**src/rtl/pri_islip_sched_pkg.sv**
```systemverilog
// Shared types and helpers for the priority iSLIP scheduler.
package pri_sched_pkg;

  typedef enum logic [1:0] {
    IDLE   = 2'd0,
    GRANT  = 2'd1,
    ACCEPT = 2'd2,
    DONE   = 2'd3
  } state_t;

  function automatic int pw_of(input int p);
    return (p > 1) ? $clog2(p) : 1;
  endfunction

  function automatic int ptr_inc(input int ptr, input int n);
    return (ptr >= n - 1) ? 0 : ptr + 1;
  endfunction

endpackage

```
**src/rtl/pri_islip_sched_if.sv**
```systemverilog
// Request/decision bundle between the crossbar control path and the scheduler.
interface pri_islip_sched_if #(
  parameter int N = 4,
  parameter int P = 16
);
  import pri_sched_pkg::*;
  localparam int PW = pw_of(P);

  logic                          start;
  logic [N-1:0][N-1:0][PW-1:0]   pri_req_in;
  logic [N-1:0][N-1:0]           decision;
  logic                          decision_ready;
  logic                          busy;

  modport master (output start, pri_req_in, input decision, decision_ready, busy);
  modport slave  (input start, pri_req_in, output decision, decision_ready, busy);
endinterface

```
**src/rtl/pri_islip_sched_rr_arbiter.sv**
```systemverilog
// Combinational arbiter: highest priority wins, ties broken round-robin from ptr.
module pri_rr_arbiter
  import pri_sched_pkg::*;
#(
  parameter  int N  = 4,
  parameter  int P  = 16,
  localparam int PW = pw_of(P),
  localparam int IW = $clog2(N)
) (
  input  logic [N-1:0][PW-1:0] req,
  input  logic [IW-1:0]        ptr,
  output logic [N-1:0]         gnt,
  output logic [PW-1:0]        pri,
  output logic                 any_gnt
);

  logic [PW-1:0] max_s;
  logic [N-1:0]  gnt_s;
  logic          found_s;

  // Find the top priority, then scan ptr..N-1 followed by 0..ptr-1.
  always_comb begin
    max_s   = '0;
    gnt_s   = '0;
    found_s = 1'b0;
    for (int k = 0; k < N; k++) begin
      if (req[k] > max_s) begin
        max_s = req[k];
      end else begin
        max_s = max_s;
      end
    end
    for (int k = 0; k < N; k++) begin
      if (!found_s && (k >= int'(ptr)) && (max_s != '0) && (req[k] == max_s)) begin
        gnt_s[k] = 1'b1;
        found_s  = 1'b1;
      end else begin
        found_s  = found_s;
      end
    end
    for (int k = 0; k < N; k++) begin
      if (!found_s && (k < int'(ptr)) && (max_s != '0) && (req[k] == max_s)) begin
        gnt_s[k] = 1'b1;
        found_s  = 1'b1;
      end else begin
        found_s  = found_s;
      end
    end
  end

  assign gnt     = gnt_s;
  assign pri     = max_s;
  assign any_gnt = found_s;

endmodule

```
**src/rtl/pri_islip_sched.sv**
```systemverilog
// N x N priority iSLIP scheduler. Optional early exit when an iteration adds
// no pair: define PRI_ISLIP_EARLY_EXIT_EN.
module pri_islip_sched
  import pri_sched_pkg::*;
#(
  parameter  int N    = 4,
  parameter  int P    = 16,
  parameter  int ITER = 4,
  localparam int PW   = pw_of(P),
  localparam int IW   = $clog2(N),
  localparam int CW   = $clog2(ITER + 1)
) (
  input  logic               clk,
  input  logic               reset,
  pri_islip_sched_if.slave   bus
);

  state_t                       state_r, state_nxt_s;
  logic [CW-1:0]                iter_r;
  logic [N-1:0][N-1:0][PW-1:0]  req_r;
  logic [N-1:0][N-1:0]          match_r;
  logic [N-1:0][N-1:0]          gnt_r;       // [output][input]
  logic [N-1:0][PW-1:0]         gnt_pri_r;
  logic [N-1:0][IW-1:0]         gnt_ptr_r;
  logic [N-1:0][IW-1:0]         acc_ptr_r;
  logic [N-1:0][N-1:0]          decision_r;
  logic                         decision_ready_r;
  logic                         busy_r;

  logic [N-1:0]                 in_matched_s, out_matched_s;
  logic [N-1:0][N-1:0][PW-1:0]  g_req_s, a_req_s;
  logic [N-1:0][N-1:0]          g_gnt_s, a_gnt_s;
  logic [N-1:0][PW-1:0]         g_pri_s, a_pri_s;
  logic [N-1:0]                 g_any_s, a_any_s;
  logic [N-1:0][N-1:0]          new_pair_s;  // [input][output]
  logic                         last_iter_s;

  // Matched-port flags and masked requests for both arbiter banks.
  always_comb begin
    in_matched_s  = '0;
    out_matched_s = '0;
    g_req_s       = '0;
    a_req_s       = '0;
    new_pair_s    = '0;
    for (int i = 0; i < N; i++) begin
      for (int j = 0; j < N; j++) begin
        if (match_r[i][j]) begin
          in_matched_s[i]  = 1'b1;
          out_matched_s[j] = 1'b1;
        end else begin
          in_matched_s[i]  = in_matched_s[i];
        end
      end
    end
    for (int i = 0; i < N; i++) begin
      for (int j = 0; j < N; j++) begin
        g_req_s[j][i] = (in_matched_s[i] || out_matched_s[j]) ? '0 : req_r[i][j];
        a_req_s[i][j] = (gnt_r[j][i] && !in_matched_s[i]) ? gnt_pri_r[j] : '0;
      end
      new_pair_s[i] = (a_any_s[i] && (a_pri_s[i] != '0)) ? a_gnt_s[i] : '0;
    end
  end

  for (genvar g = 0; g < N; g++) begin : g_arb
    pri_rr_arbiter #(.N(N), .P(P)) u_grant (
      .req     (g_req_s[g]),
      .ptr     (gnt_ptr_r[g]),
      .gnt     (g_gnt_s[g]),
      .pri     (g_pri_s[g]),
      .any_gnt (g_any_s[g])
    );
    pri_rr_arbiter #(.N(N), .P(P)) u_accept (
      .req     (a_req_s[g]),
      .ptr     (acc_ptr_r[g]),
      .gnt     (a_gnt_s[g]),
      .pri     (a_pri_s[g]),
      .any_gnt (a_any_s[g])
    );
  end

`ifdef PRI_ISLIP_EARLY_EXIT_EN
  assign last_iter_s = (iter_r == CW'(ITER - 1)) || (new_pair_s == '0);
`else
  assign last_iter_s = (iter_r == CW'(ITER - 1));
`endif

  // State register.
  always_ff @(posedge clk or negedge reset) begin
    if (!reset) begin
      state_r <= IDLE;
    end else begin
      state_r <= state_nxt_s;
    end
  end

  // Next-state logic.
  always_comb begin
    state_nxt_s = state_r;
    case (state_r)
      IDLE: begin
        if (bus.start) begin
          state_nxt_s = GRANT;
        end else begin
          state_nxt_s = IDLE;
        end
      end
      GRANT:  state_nxt_s = ACCEPT;
      ACCEPT: begin
        if (last_iter_s) begin
          state_nxt_s = DONE;
        end else begin
          state_nxt_s = GRANT;
        end
      end
      DONE:    state_nxt_s = IDLE;
      default: state_nxt_s = IDLE;
    endcase
  end

  // Datapath: request latch, grant registers, working match, pointers, outputs.
  always_ff @(posedge clk or negedge reset) begin
    if (!reset) begin
      iter_r           <= '0;
      req_r            <= '0;
      match_r          <= '0;
      gnt_r            <= '0;
      gnt_pri_r        <= '0;
      gnt_ptr_r        <= '0;
      acc_ptr_r        <= '0;
      decision_r       <= '0;
      decision_ready_r <= 1'b0;
      busy_r           <= 1'b0;
    end else begin
      decision_ready_r <= (state_r == DONE);
      case (state_r)
        IDLE: begin
          busy_r <= bus.start;
          if (bus.start) begin
            req_r   <= bus.pri_req_in;
            match_r <= '0;
            iter_r  <= '0;
          end
        end
        GRANT: begin
          for (int j = 0; j < N; j++) begin
            gnt_r[j]     <= g_gnt_s[j];
            gnt_pri_r[j] <= g_any_s[j] ? g_pri_s[j] : '0;
          end
        end
        ACCEPT: begin
          match_r <= match_r | new_pair_s;
          iter_r  <= iter_r + CW'(1);
          // Pointers only advance on first-iteration accepts, which keeps iSLIP starvation-free.
          for (int i = 0; i < N; i++) begin
            for (int j = 0; j < N; j++) begin
              if ((iter_r == '0) && new_pair_s[i][j]) begin
                gnt_ptr_r[j] <= IW'(ptr_inc(i, N));
                acc_ptr_r[i] <= IW'(ptr_inc(j, N));
              end
            end
          end
        end
        DONE: begin
          decision_r <= match_r;
          busy_r     <= 1'b0;
        end
        default: begin
          busy_r <= 1'b0;
        end
      endcase
    end
  end

  assign bus.decision       = decision_r;
  assign bus.decision_ready = decision_ready_r;
  assign bus.busy           = busy_r;

endmodule

```
**src/flat_wrapper.sv**
```systemverilog
// flat-port wrapper written by rule: the top's interface ports become plain ports
module pri_islip_sched_flat import pri_sched_pkg::*;
#(
  parameter  int N    = 4,
  parameter  int P    = 16,
  parameter  int ITER = 4,
  localparam int PW   = pw_of(P),
  localparam int IW   = $clog2(N),
  localparam int CW   = $clog2(ITER + 1)
)
  (clk, reset, bus_start, bus_pri_req_in, bus_decision, bus_decision_ready, bus_busy);
  pri_islip_sched_if #(.N(N), .P(P)) bus_i ();
  input  logic clk;
  input  logic reset;
  input wire logic [$bits(bus_i.start)-1:0] bus_start;
  input wire logic [$bits(bus_i.pri_req_in)-1:0] bus_pri_req_in;
  output wire logic [$bits(bus_i.decision)-1:0] bus_decision;
  output wire logic [$bits(bus_i.decision_ready)-1:0] bus_decision_ready;
  output wire logic [$bits(bus_i.busy)-1:0] bus_busy;
  assign bus_i.start = bus_start;
  assign bus_i.pri_req_in = bus_pri_req_in;
  assign bus_decision = bus_i.decision;
  assign bus_decision_ready = bus_i.decision_ready;
  assign bus_busy = bus_i.busy;
  pri_islip_sched #(.N(N), .P(P), .ITER(ITER)) u_core (.clk(clk), .reset(reset), .bus(bus_i));
endmodule
```
**config.mk**
```make
export PLATFORM = sky130hd
export DESIGN_NAME = pri_islip_sched_flat
export DESIGN_NICKNAME = d
export VERILOG_FILES = /design/src/rtl/pri_islip_sched_pkg.sv /design/src/rtl/pri_islip_sched_if.sv /design/src/rtl/pri_islip_sched_rr_arbiter.sv /design/src/rtl/pri_islip_sched.sv /design/src/flat_wrapper.sv
export SDC_FILE = /design/constraint.sdc
export NUM_CORES = 1
export LEC_CHECK = 0
export ABC_AREA = 1
export CORE_MARGIN = 2
export CORE_UTILIZATION = 30
export DETAILED_ROUTE_END_ITERATION = 7
export HOLD_SLACK_MARGIN = 0.02
export MAX_ROUTING_LAYER = met4
export PLACE_DENSITY = 0.47
export SLEW_MARGIN = 20
export SYNTH_ARGS = -nofsm -noshare
export SYNTH_HDL_FRONTEND = slang
export SYNTH_SLANG_ARGS = --single-unit
```
**constraint.sdc**
```tcl
create_clock -name clk -period 16.7 [get_ports clk]
set_clock_uncertainty 0.15 [all_clocks]
set_input_delay 3.34 -clock clk [delete_from_list [all_inputs] [get_ports clk]]
set_output_delay 3.34 -clock clk [all_outputs]
set_load 0.02 [all_outputs]
```
Word level (Yosys, flattened, before mapping)
Cells that the tools add are included.

Output and inout port bits: 18. Word-level logic and storage cells: 695. Bits in registers: 151.

$add $sub $neg: 1. Reductions and logical operators: 286. Eq/ne operators: 37. Muxes and demuxes: 246. Order comparisons: 80. Bitwise logic cells: 1.

Operators by type and width (number): 4-bit 2-to-1 mux (72); 1-bit logical AND (188); 1-bit 2-to-1 mux (136); 4-bit equality test (32); 4-bit > comparator (24); 2-bit 2-to-1 mux (32); 4-bit nonzero test (16); 1-bit logical NOT (52); 1-bit by 2-bit >= comparator with 1-bit output (first input constant) (16); 4-bit by 1-bit > comparator with 1-bit output (second input constant) (8); 1-bit by 2-bit < comparator with 1-bit output (first input constant) (16); 16-bit case mux with 2 select lines (1); 2-bit AND reduction (10); 2-bit >= comparator (first input constant) (8); 1-bit logical OR (16); 2-bit < comparator (first input constant) (8); 16-bit 2-to-1 mux (1); 16-bit bitwise OR (1); 2-bit case mux with 4 select lines (1); 3-bit case mux with 2 select lines (1); 2-bit equality test (second input constant) (2); 2-bit nonzero test (2); 3-bit by 1-bit adder with 3-bit output (second input constant) (1); 3-bit by 2-bit equality test with 1-bit output (second input constant) (1); other kinds (6) (6).

Longest topological paths before layout
Depth in word-level cells: 55. Mapped depth: 45. Depth with buffers taken out: 45.

Hierarchy
A second synthesis with hierarchy kept.

Cell total of the unflattened synthesis: 2455. Area, all modules: 16379.5 um^2.

Modules (own cells, without submodules): pri_islip_sched (area an instance 7124.3 um^2, cells an instance 863, instances 1); pri_rr_arbiter at u_core.g_arb[0].u_grant ... (area an instance 1137.3 um^2, cells an instance 199, instances 5); pri_rr_arbiter at u_core.g_arb[3].u_accept ... (area an instance 1203.7 um^2, cells an instance 199, instances 2); pri_rr_arbiter at u_core.g_arb[0].u_accept (area an instance 1161.1 um^2, cells an instance 199, instances 1).

Least setup slack after synthesis
No wires, ideal clock.

Path kind: register to register. Start point: register u_core.match_r[1] (netlist bit). End point: register u_core.gnt_r[10] (netlist bit). Data arrival time: 5229 ps. Setup slack: 11234 ps. Library setup time: 87 ps. Path buffers: 3. Required time: 16463 ps. Cell stages (with the launch flop): 38. Cell sequence: dfrtp_1 > nor2_2 > nand2_2 > nor2_1 > nand2_1 > ha_1 > inv_1 > nor2_1 > o21ai_1 > a32o_1 > clkbuf_1 > o21ai_0 > ha_1 > nand2_1 > inv_1 > o21ai_0 > a32o_1 > clkbuf_1 > (+2 left out) > nand2_1 > inv_1 > o21ai_0 > nand2_1 > nand2_1 > clkbuf_1 > nand2_1 > o21ai_0 > nand4_2 > inv_1 > nor2_1 > nand2_1 > nand2_1 > nor2_1 > nand2_1 > nor2_1 > nand3_1 > a22oi_1.

Word-level cells in the longest chain between the ends: 46. Elaborated cells on any way between the ends: 51. Classes of those cells: order compare: 4; eq/ne: 4; mux: 16; reduce/logical: 27.

RTL lines: start: declaration (line pri_islip_sched.sv:21) `logic [N-1:0][N-1:0] match_r;`; start signal: assignment (line pri_islip_sched.sv:151) `match_r <= match_r | new_pair_s;`; 1-bit 2-to-1 mux (*) (3 in series) (line pri_islip_sched.sv:47) `if (match_r[i][j]) begin`; 1-bit logical OR (*) (line pri_islip_sched.sv:57) `g_req_s[j][i] = (in_matched_s[i] || out_matched_s[j]) ? '0 : req_r[i][j];`; 4-bit 2-to-1 mux (*) (line pri_islip_sched.sv:57); 4-bit by 1-bit > comparator with 1-bit output (line pri_islip_sched_rr_arbiter.sv:27) `if (req[k] > max_s) begin`; 4-bit 2-to-1 mux (line pri_islip_sched_rr_arbiter.sv:27); 4-bit > comparator (line pri_islip_sched_rr_arbiter.sv:27); 4-bit 2-to-1 mux (line pri_islip_sched_rr_arbiter.sv:27); 4-bit > comparator (line pri_islip_sched_rr_arbiter.sv:27); (+22 left out); 1-bit logical AND (3 in series) (line pri_islip_sched_rr_arbiter.sv:42) `if (!found_s && (k < int'(ptr)) && (max_s != '0) && (req[k] == max_s)) begin`; 1-bit 2-to-1 mux (line pri_islip_sched_rr_arbiter.sv:42); 1-bit logical NOT (line pri_islip_sched_rr_arbiter.sv:42); 1-bit logical AND (3 in series) (line pri_islip_sched_rr_arbiter.sv:42); 1-bit 2-to-1 mux (line pri_islip_sched_rr_arbiter.sv:42); 1-bit logical NOT (line pri_islip_sched_rr_arbiter.sv:42); 1-bit logical AND (3 in series) (line pri_islip_sched_rr_arbiter.sv:42); 1-bit 2-to-1 mux (*) (line pri_islip_sched_rr_arbiter.sv:42); end signal: indexed assignment (line pri_islip_sched.sv:146) `gnt_r[j] <= g_gnt_s[j];`; end: declaration (line pri_islip_sched.sv:22) `logic [N-1:0][N-1:0] gnt_r;`.

Mark *: on every way between the ends. The rest lies on a longest branch, timed or not. A chain may end at the register's enable or synchronous reset.

Worst setup path in the final report
Start point: register u_core.match_r[1] (netlist bit). End point: register u_core.gnt_r[6] (netlist bit).

Word-level cells in the longest chain between the ends: 47. Elaborated cells on any way between the ends: 61. Classes of those cells: order compare: 4; eq/ne: 4; mux: 23; reduce/logical: 30.

RTL lines (line): 1-bit 2-to-1 mux (4 in series) (pri_islip_sched.sv:47); 1-bit logical OR (pri_islip_sched.sv:57); 4-bit 2-to-1 mux (pri_islip_sched.sv:57); 4-bit by 1-bit > comparator with 1-bit output (pri_islip_sched_rr_arbiter.sv:27); 4-bit 2-to-1 mux (pri_islip_sched_rr_arbiter.sv:27); 4-bit > comparator (pri_islip_sched_rr_arbiter.sv:27); 4-bit 2-to-1 mux (pri_islip_sched_rr_arbiter.sv:27); 4-bit > comparator (pri_islip_sched_rr_arbiter.sv:27); (+22 left out); 1-bit logical AND (3 in series) (pri_islip_sched_rr_arbiter.sv:42); 1-bit 2-to-1 mux (pri_islip_sched_rr_arbiter.sv:42); 1-bit logical NOT (pri_islip_sched_rr_arbiter.sv:42); 1-bit logical AND (3 in series) (pri_islip_sched_rr_arbiter.sv:42); 1-bit 2-to-1 mux (pri_islip_sched_rr_arbiter.sv:42); 1-bit logical NOT (pri_islip_sched_rr_arbiter.sv:42); 1-bit logical AND (3 in series) (pri_islip_sched_rr_arbiter.sv:42); 1-bit 2-to-1 mux (*) (pri_islip_sched_rr_arbiter.sv:42).

Marks and branches as above.

==> run_results.csv <==
group,metric,value,unit
outcome,outcome,"completed",
grt,grt_max_degree,88,
timing,worstMarginPinSlew,1.136,ns
logic_synthesis,ys_types,52,
floorplanning,die_y,218.9,µm
worst_setup_path,path_max_fanout,8,
clock_tree,ctsHtreeMaxLevel,4,
flow_run,maxCapViolations,0,
worst_setup_path,cp-start-kind,"register",
clock_tree,cts_tree,"built",
grt,gr-usage-met2,31.67,%
timing,maxSlewHeadroom,23.97,%
grt,grt_pass1_wl,69.83,mm
clock_tree,cts_buffers,17,
grt,antenna_found_initial,0,
grt,met3_usage,1.996,%
timing,fin_crit,6.686,ns
route,wire_per_inst,15.92,µm
timing,period_share,40.03,%
logic_synthesis,ys_warn_count,0,
floorplanning,fp-row-count,78,
grt,grt-busiest-layer,"met2",
worst_setup_path,crit_type,"reg -> reg",
clock_tree,root_buffer,"clkbuf_16",
route,drt_iter0_drc,962,
clock_tree,clk-insertion-delay-late,0.45,ns
worst_setup_path,path_common_cell,"nand2_1",
logic_synthesis,yosysTopAreaCell,"dfrtp_1",
logic_synthesis,netlist_top_cells_area,"dfrtp_1 (27%), nand2_1 (16%), ha_1 (8.6%)",
logic_synthesis,synth_edf_count,0,
worst_hold_path,hold_start,"u_core.bus.decision[1]",
clock_tree,clock_path_buffers,2,
clock_tree,ctsHoldBuffers,0,
route,viasPerCell,4.909,
grt,grt_pass1_vias,13000,
clock_tree,cts_resized,0,
place,portBuffers,84,
logic_synthesis,synth_top_area_share,27.29,%
logic_synthesis,seq_area_frac_synth,27.29,%
logic_synthesis,syn_nets,2187,
grt,grtUsageMet1,24.47,%
worst_setup_path,reg2reg_depth,37,
final_layout,fin_nets,2267,
floorplanning,start_util,30.45,%
worst_setup_path,crit_required,16.92,ns
place,dp_hpwl,35.18,mm
clock_tree,post_cts_buffers,0,
logic_synthesis,avgSynthCellArea,6.839,µm²
worst_setup_path,rr_startpoint,"u_core.match_r[1]",
floorplanning,io_pins,85,
worst_setup_path,slowest_delay,0.54,ns
worst_setup_path,critical_path.endpoint_type,"register",
final_layout,syn_to_final_growth,15.26,%
worst_setup_path,endpoint,"u_core.gnt_r[6]",
worst_setup_path,regToRegSetupSlack,10.01,ns
timing,hold_violations,0,
timing,rsz0062_at_grt,"false",
floorplanning,die-area,0.04790,mm²
clock_tree,cts_sinks,151,
worst_hold_path,hold_path_class,"reg -> reg",
route,num_vias,13340,
final_layout,fillers,4960,
place,dpl_cell_area,0.01536,mm²
grt,grt_overflow_total,0,
place,place_congestion,0.9347,
floorplanning,die_x,218.9,µm
worst_setup_path,crit_start,"u_core.match_r[1]",
timing,max_freq,149.6,MHz
route,drtAntennaViolNets,0,
timing,slew_viol_final,0,
logic_synthesis,async_flop_share,100.0,%
logic_synthesis,synth-seq-cells,151,
worst_setup_path,critical-path-slowest-cell,"o21ai_1",
logic_synthesis,synth-main-ff-cell,"dfrtp_1",
worst_setup_path,worstPathArrival,6.91,ns
logic_synthesis,syn-cell-area,0.01385,mm²
clock_tree,clk_pin_slew,0.07,ns
worst_setup_path,r2r_end,"u_core.gnt_r[6]",
timing,setup_viol,0,
route,first_pass_iters,7,
final_layout,design_area,0.01596,mm²
timing,fin_tns_setup,0,ns
floorplanning,coreArea,0.04548,mm²
logic_synthesis,synthCells,2025,
route,drc,0,
final_layout,drive_gt1_share,12.28,%
route,totalWireLength,43.26,mm
grt,track_usage,18.99,%
final_layout,antenna_cells,0,
==> Yosys cell counts, drive strengths merged, types with 11 or more instances <==
cell type / instances
nand2: 653
inv: 263
nor2: 210
nand3: 185
dfrtp: 151
o21ai: 134
ha: 95
a21oi: 65
mux2: 61
xor2: 50
nand4: 46
clkbuf: 16
nor3: 16
xnor2: 13
buf: 11
==> per-layer routing <==
layer | share of wire (%) | up-vias
met5 | 0 | -
met4 | 1.9 | 0
met3 | 3.3 | 47
met2 | 48 | 291
met1 | 47 | 6255
li1 | - | 6749
==> area by class of cell <==
type	instances	area [µm²]	share of cell area (%)
inverter	266	1005	6.295
tap	600	750.7	4.703
sequential	151	3779	23.67
multi-input combinational	1581	8957	56.12
timing repair buffer	88	872.1	5.464
clock buffer	17	425.4	2.665
clock inverter	15	172.7	1.082
==> cells in the final DEF, fill, tap and decap left out, drive strengths merged, types with 13 or more instances in the layout <==
cell type / synthesis / layout
nand2: 653 / 653
clkbuf: 16 / 17
inv: 263 / 274
nor2: 210 / 210
xnor2: 13 / 13
dfrtp: 151 / 151
nor3: 16 / 16
clkdlybuf4s50: 0 / 83
o21ai: 134 / 134
nand3: 185 / 185
xor2: 50 / 50
a21oi: 65 / 65
mux2: 61 / 61
nand4: 46 / 46
ha: 95 / 95
==> flip-flops by register name (all words and copies together) (netlist names) <==
register,cells
u_core.req_r,64
u_core.bus.decision,16
u_core.gnt_pri_r,16
u_core.gnt_r,16
u_core.match_r,16
u_core.acc_ptr_r,8
u_core.gnt_ptr_r,8
u_core.iter_r,3
u_core.state_r,2
u_core.bus.busy,1
u_core.bus.decision_ready,1
==> cells by family after synthesis <==
logic type      count (synthesis)  share of synthesized area [%]
mux                            61                          4.960
fa+ha+maj                      95                          8.583
flops                         151                          27.29
simple gates                 1132                          38.02
compound gates                230                          9.116
xor+xnor                       63                          3.984
buf+inv                       293                          8.050
==> worst min-delay path by stage <==
stage / endpoint / cells past startpoint
after floorplan: u_core.gnt_pri_r[13] / 2
after global placement: u_core.bus.busy / 2
after detailed placement: u_core.bus.decision[9] / 2
after CTS: u_core.bus.decision[9] / 2
after global routing: u_core.gnt_pri_r[4] / 2
final: u_core.bus.decision[1] / 2
==> critical path, delay by kind of cell, from the launching register on <==
family	cells	cell delay [ns]
adder cells (fa/ha/maj)	3	0.91
AND/OR/NAND/NOR	18	2.49
buffers and inverters	8	0.77
flip-flops	1	0.42
AO/OA/AOI/OAI	8	1.84
==> stage by stage <==
stage / utilization [%] / setup WS [ns] / instances / hold slack (ns)
after floorplan: - / 11.23 / 2025 / 0.3030
after global placement: 33.78 / 10.03 / 2686 / 0.3193
after detailed placement: 33.78 / 10.08 / 2686 / 0.3283
after CTS: 35.10 / 10.03 / 2718 / 0.3468
after global routing: 35.10 / 9.265 / 2718 / 0.3665
final: 35.10 / 10.01 / 2718 / 0.3379
Power is left out: the tool's default activity adds up to more than one toggle a clock period on the data nets, which glitch-free logic cannot reach.
